**src/rtl/hazard_ctrl_unit.sv**
```systemverilog
// Hazard control for the 8-bit pipelined core: load-use stall, branch flush, multi-cycle EX sequencing.
// Optional feature: define HAZARD_PERF_CNT_EN to build saturating stall/flush performance counters.
module hazard_ctrl_unit #(
  parameter int REG_ADDR_W     = 2,
  parameter int MC_CYCLES      = 4,
  parameter int BRANCH_PENALTY = 1
) (
  input  logic                  clk,
  input  logic                  rst_n,
  input  logic [REG_ADDR_W-1:0] id_rs1,
  input  logic [REG_ADDR_W-1:0] id_rs2,
  input  logic                  id_use_rs1,
  input  logic                  id_use_rs2,
  input  logic                  id_mc_op,
  input  logic                  ex_mem_read,
  input  logic [REG_ADDR_W-1:0] ex_rd,
  input  logic                  ex_branch_taken,
  output logic                  if_id_stall,
  output logic                  if_id_flush,
  output logic                  pc_write_en,
  output logic                  id_ex_bubble,
  output logic                  busy,
  output logic [15:0]           stall_cnt,
  output logic [15:0]           flush_cnt
);

  localparam int CNT_W = $clog2(16);

  typedef enum logic [1:0] {
    IDLE    = 2'd0,
    FLUSH   = 2'd1,
    MC_BUSY = 2'd2
  } state_t;

  state_t           state, state_nxt;
  logic [CNT_W-1:0] cnt, cnt_nxt;
  logic             lu;
  logic             stall_c, flush_c, pcw_c, bubble_c, busy_c;

  assign lu = ex_mem_read &
              ((id_use_rs1 & (id_rs1 == ex_rd)) | (id_use_rs2 & (id_rs2 == ex_rd)));

  always_comb begin
    state_nxt = state;
    cnt_nxt   = cnt;
    stall_c   = 1'b0;
    flush_c   = 1'b0;
    pcw_c     = 1'b0;
    bubble_c  = 1'b0;
    busy_c    = 1'b0;
    case (state)
      IDLE: begin
        pcw_c = 1'b1;
        if (ex_branch_taken) begin
          flush_c  = 1'b1;
          bubble_c = 1'b1;
          if (BRANCH_PENALTY > 1) begin
            state_nxt = FLUSH;
            cnt_nxt   = CNT_W'(BRANCH_PENALTY - 1);
          end
        end else if (lu) begin
          stall_c  = 1'b1;
          bubble_c = 1'b1;
          pcw_c    = 1'b0;
        end else if (id_mc_op) begin
          state_nxt = MC_BUSY;
          cnt_nxt   = CNT_W'(MC_CYCLES - 1);
        end
      end
      FLUSH: begin
        flush_c  = 1'b1;
        bubble_c = 1'b1;
        pcw_c    = 1'b1;
        busy_c   = 1'b1;
        if (cnt <= CNT_W'(1)) begin
          state_nxt = IDLE;
          cnt_nxt   = '0;
        end else begin
          cnt_nxt = cnt - CNT_W'(1);
        end
      end
      MC_BUSY: begin
        // EX is occupied by the multi-cycle op, so branch and load-use are not looked at.
        stall_c  = 1'b1;
        bubble_c = 1'b1;
        busy_c   = 1'b1;
        if (cnt <= CNT_W'(1)) begin
          state_nxt = IDLE;
          cnt_nxt   = '0;
        end else begin
          cnt_nxt = cnt - CNT_W'(1);
        end
      end
      default: begin
        state_nxt = IDLE;
        cnt_nxt   = '0;
      end
    endcase
  end

  always_ff @(posedge clk or negedge rst_n) begin
    if (!rst_n) begin
      state <= IDLE;
      cnt   <= '0;
    end else begin
      state <= state_nxt;
      cnt   <= cnt_nxt;
    end
  end

  // Outputs are combinational, so gate them with rst_n to keep them quiet while reset is held.
  assign if_id_stall  = rst_n & stall_c;
  assign if_id_flush  = rst_n & flush_c;
  assign pc_write_en  = rst_n & pcw_c;
  assign id_ex_bubble = rst_n & bubble_c;
  assign busy         = rst_n & busy_c;

`ifdef HAZARD_PERF_CNT_EN
  always_ff @(posedge clk or negedge rst_n) begin
    if (!rst_n) begin
      stall_cnt <= '0;
      flush_cnt <= '0;
    end else begin
      if (if_id_stall && (stall_cnt != '1)) stall_cnt <= stall_cnt + 16'd1;
      if (if_id_flush && (flush_cnt != '1)) flush_cnt <= flush_cnt + 16'd1;
    end
  end
`else
  assign stall_cnt = 16'h0000;
  assign flush_cnt = 16'h0000;
`endif

endmodule
```
**config.mk**
```make
export PLATFORM = sky130hd
export DESIGN_NAME = hazard_ctrl_unit
export DESIGN_NICKNAME = d
export VERILOG_FILES = /design/src/rtl/hazard_ctrl_unit.sv
export SDC_FILE = /design/constraint.sdc
export NUM_CORES = 1
export LEC_CHECK = 0
export CAP_MARGIN = 25
export CELL_PAD_IN_SITES_DETAIL_PLACEMENT = 0
export CELL_PAD_IN_SITES_GLOBAL_PLACEMENT = 1
export CORE_MARGIN = 5
export CORE_UTILIZATION = 24
export CTS_BUF_LIST = sky130_fd_sc_hd__clkbuf_4 sky130_fd_sc_hd__clkbuf_8
export DETAILED_ROUTE_END_ITERATION = 8
export PLACE_DENSITY_LB_ADDON = 0.1
export SLEW_MARGIN = 30
export SYNTH_ARGS = -nofsm -noshare
export SYNTH_HDL_FRONTEND = slang
export SYNTH_SLANG_ARGS = --single-unit
```
**constraint.sdc**
```tcl
create_clock -name clk -period 2.5 [get_ports clk]
set_clock_uncertainty 0.2 [all_clocks]
set_input_delay 0.375 -clock clk [delete_from_list [all_inputs] [get_ports clk]]
set_output_delay 0.375 -clock clk [all_outputs]
set_load 0.03 [all_outputs]
```
==> flow_metrics.py <==
metrics = {
    "sta": {
        "setup_viol": 0,
        "hold_viol_final": 0,
        "setup_ws_ns": 0.243,
        "slew_viol_final": 0,
        "min_period_ns": 2.26,
        "hold-worst-slack_ns": 0.237,
        "timing.fmax_ghz": 0.443,
        "finalSetupTns_ns": 0,
        "rsz0062_at_grt": "no",
        "finalCritPeriodShare_pct": 90.3,
    },
    "hold_path": {
        "hold_path_class": "in2async",
    },
    "die": {
        "io_pins": 50,
        "rows": 18,
        "die_area_sq_mm": 0.00377,
        "start_util_pct": 25.4,
        "coreArea_sq_mm": 0.00250,
        "dieHeight_um": 61.4,
        "die_w_um": 61.4,
    },
    "cells_and_area": {
        "diodes": 0,
        "fin_cells": 127,
        "drive_gt1_share_pct": 12.4,
        "layout_common_cells": "32 x conb_1, 13 x clkdlybuf4s50_1, 6 x buf_4",
        "layout_commonest_cell": "conb_1",
        "nets": 113,
        "areaGrowthSynthToFinish_pct": 17.9,
    },
    "clocking": {
        "ctsResizeCount": 0,
        "cts_buffer_depth": 2,
        "clock_latency_ns": 0.25,
        "postCtsHoldBufs": 0,
        "cts_tree": "yes",
        "cts_made_buffers": 3,
        "path_clk_slew_ns": 0.05,
        "cts_root_buf": "clkbuf_4",
        "cts-htree-levels": 1,
        "post_cts_buffers": 0,
        "clock-sinks": 5,
    },
    "yosys": {
        "ys_types": 26,
        "ys_top_cells_by_area": "buf_4 38%, dfrtp_1 20%, ha_1 3.9%",
        "syn_avg_cell_area_sq_um": 8.35,
        "syn_area_sq_um": 634,
        "ys_ff_latch": 5,
        "synth_edf_count": 0,
        "synth_top_cell_area_share_pct": 37.9,
        "ys.flop_type": "dfrtp_1",
        "async_flop_share_pct": 100,
        "ys_warn_count": 0,
        "yosys.area.top_type": "buf_4",
        "ys_seq_area_share_pct": 19.7,
        "synthCells": 76,
    },
    "place": {
        "post-place-ws_ns": 0.210,
        "place_hpwl_um": 1030,
        "io_buffers": 17,
        "place_inst": 123,
        "gp_congestion": 0.660,
    },
    "global_routing": {
        "antenna_found_initial": 0,
        "grt-ovfl-total": 0,
        "grt_usage_pct": 5.96,
        "grt_max_degree": 10,
        "grt_pass1_vias": 400,
        "grt_pass1_wl_um": 1640,
    },
    "detailed_routing": {
        "drtAntennaViolNets": 0,
        "routed_wl_um": 1180,
        "drt_iter0_drc": 4,
        "viasPerCell": 3.52,
        "detail_route.drc_violations": 0,
        "vias": 447,
        "first_pass_iters": 3,
        "wire_per_inst_um": 9.32,
    },
    "setup_path": {
        "regToRegSetupSlack_ns": 0.85,
        "critPathMaxStageDelay_ns": 0.51,
        "crit_path_max_fanout": 3,
        "cp_slowest_cell": "clkdlybuf4s50_1",
        "path_class": "in2out",
        "worstSetupEndpointType": "output port",
        "r2r_cells": 6,
        "crit_path_start_kind": "input port",
        "arrival_ns": 1.68,
        "cp_cell_sequence": "clkdlybuf4s50_1 > xnor2_1 > nand4_1 > nor2b_1 > a21boi_0 > buf_4",
        "required_ns": 1.92,
        "timing.rr.end": "cnt[0]$_DFFE_PN0P_",
        "r2r-start": "cnt[0]$_DFFE_PN0P_",
    },
    "pwr": {
        "p_clk_share_pct": 18.8,
        "vdd_drop_max_v": 0.000357,
        "p_sw_share_pct": 46.9,
        "power.density_mw_per_mm2": 772,
        "power.total_w": 0.000577,
        "power.switching_w": 0.000271,
        "p_leak_nw": 0.383,
        "comb_power_share_pct": 54.1,
        "seq_power_share_pct": 27.1,
        "p_int_w": 0.000306,
    },
    "run_status": {
        "status": "finished clean",
    },
    "flow_run": {
        "maxCapViolations": 0,
    },
}
==> metal layers <==
metal	wire length [um]	GRT usage (%)
met2	583	9.52
met4	7	2.73
met3	177	3.56
met5	0	0
met1	415	6.30
==> critical path: cells and delay by family <==
family,cells,cell delay (ns)
buf+inv,2,0.70
simple gates,2,0.30
compound gates,1,0.18
xor+xnor,1,0.13
==> through the flow <==
stage / utilization (%) / cell area, sq um
after floorplan: - / 751
after global placement: 28.7 / 718
after detailed placement: 28.7 / 718
after CTS: 29.9 / 748
after global routing: 29.9 / 748
final: 29.9 / 748
==> power by group through the flow <==
stage / Clock [W] / Sequential [W] / Combinational (W)
3_5_place_dp: 0 / 0.000159 / 0.000309
4_1_cts: 0.000112 / 0.000157 / 0.000312
2_1_floorplan: 0 / 0.000138 / 0.000290
6_report: 0.000109 / 0.000157 / 0.000312
5_1_grt: 0.000115 / 0.000165 / 0.000341
3_3_place_gp: 0 / 0.000161 / 0.000316
==> worst max path at each step <==
stage | start | end | slack (ns) | depth (start not counted)
2_1_floorplan | id_rs1[1] | id_ex_bubble | 0.36 | 4
3_3_place_gp | ex_rd[0] | id_ex_bubble | 0.16 | 6
3_5_place_dp | ex_rd[0] | id_ex_bubble | 0.21 | 6
4_1_cts | ex_rd[0] | id_ex_bubble | 0.20 | 6
5_1_grt | ex_rd[0] | id_ex_bubble | 0.09 | 6
6_report | ex_rd[0] | id_ex_bubble | 0.24 | 6
==> cells in the mapped netlist, drive strengths merged (2+ instances only) <==
| library cell | instances |
|---|---|
| nand2b | 2 |
| and2 | 2 |
| inv | 2 |
| nor2 | 4 |
| xnor2 | 2 |
| nand4b | 2 |
| xor2 | 2 |
| nand2 | 5 |
| dfrtp | 5 |
| a21boi | 3 |
| ha | 2 |
| buf | 33 |
| nor2b | 2 |
==> state kept, by name (all words and copies together) (netlist names) <==
signal  count
state       1
cnt         4
==> cells by family after synthesis <==
group           Yosys count  synth area share, %
compound gates            8                 9.67
xor+xnor                  4                 5.52
fa+ha+maj                 2                 3.94
buf+inv                  35                 39.8
flops                     5                 19.7
other cells               1                0.591
simple gates             21                 20.7
==> layout make-up <==
cell class	instances	area [sq um]
timing repair buffer	19	175
tap	30	37.5
clock buffer	4	30.0
fill	290	1750
inverter	2	7.51
multi-input combinational	67	373
sequential	5	125
(Power assumes the default switching activity.)
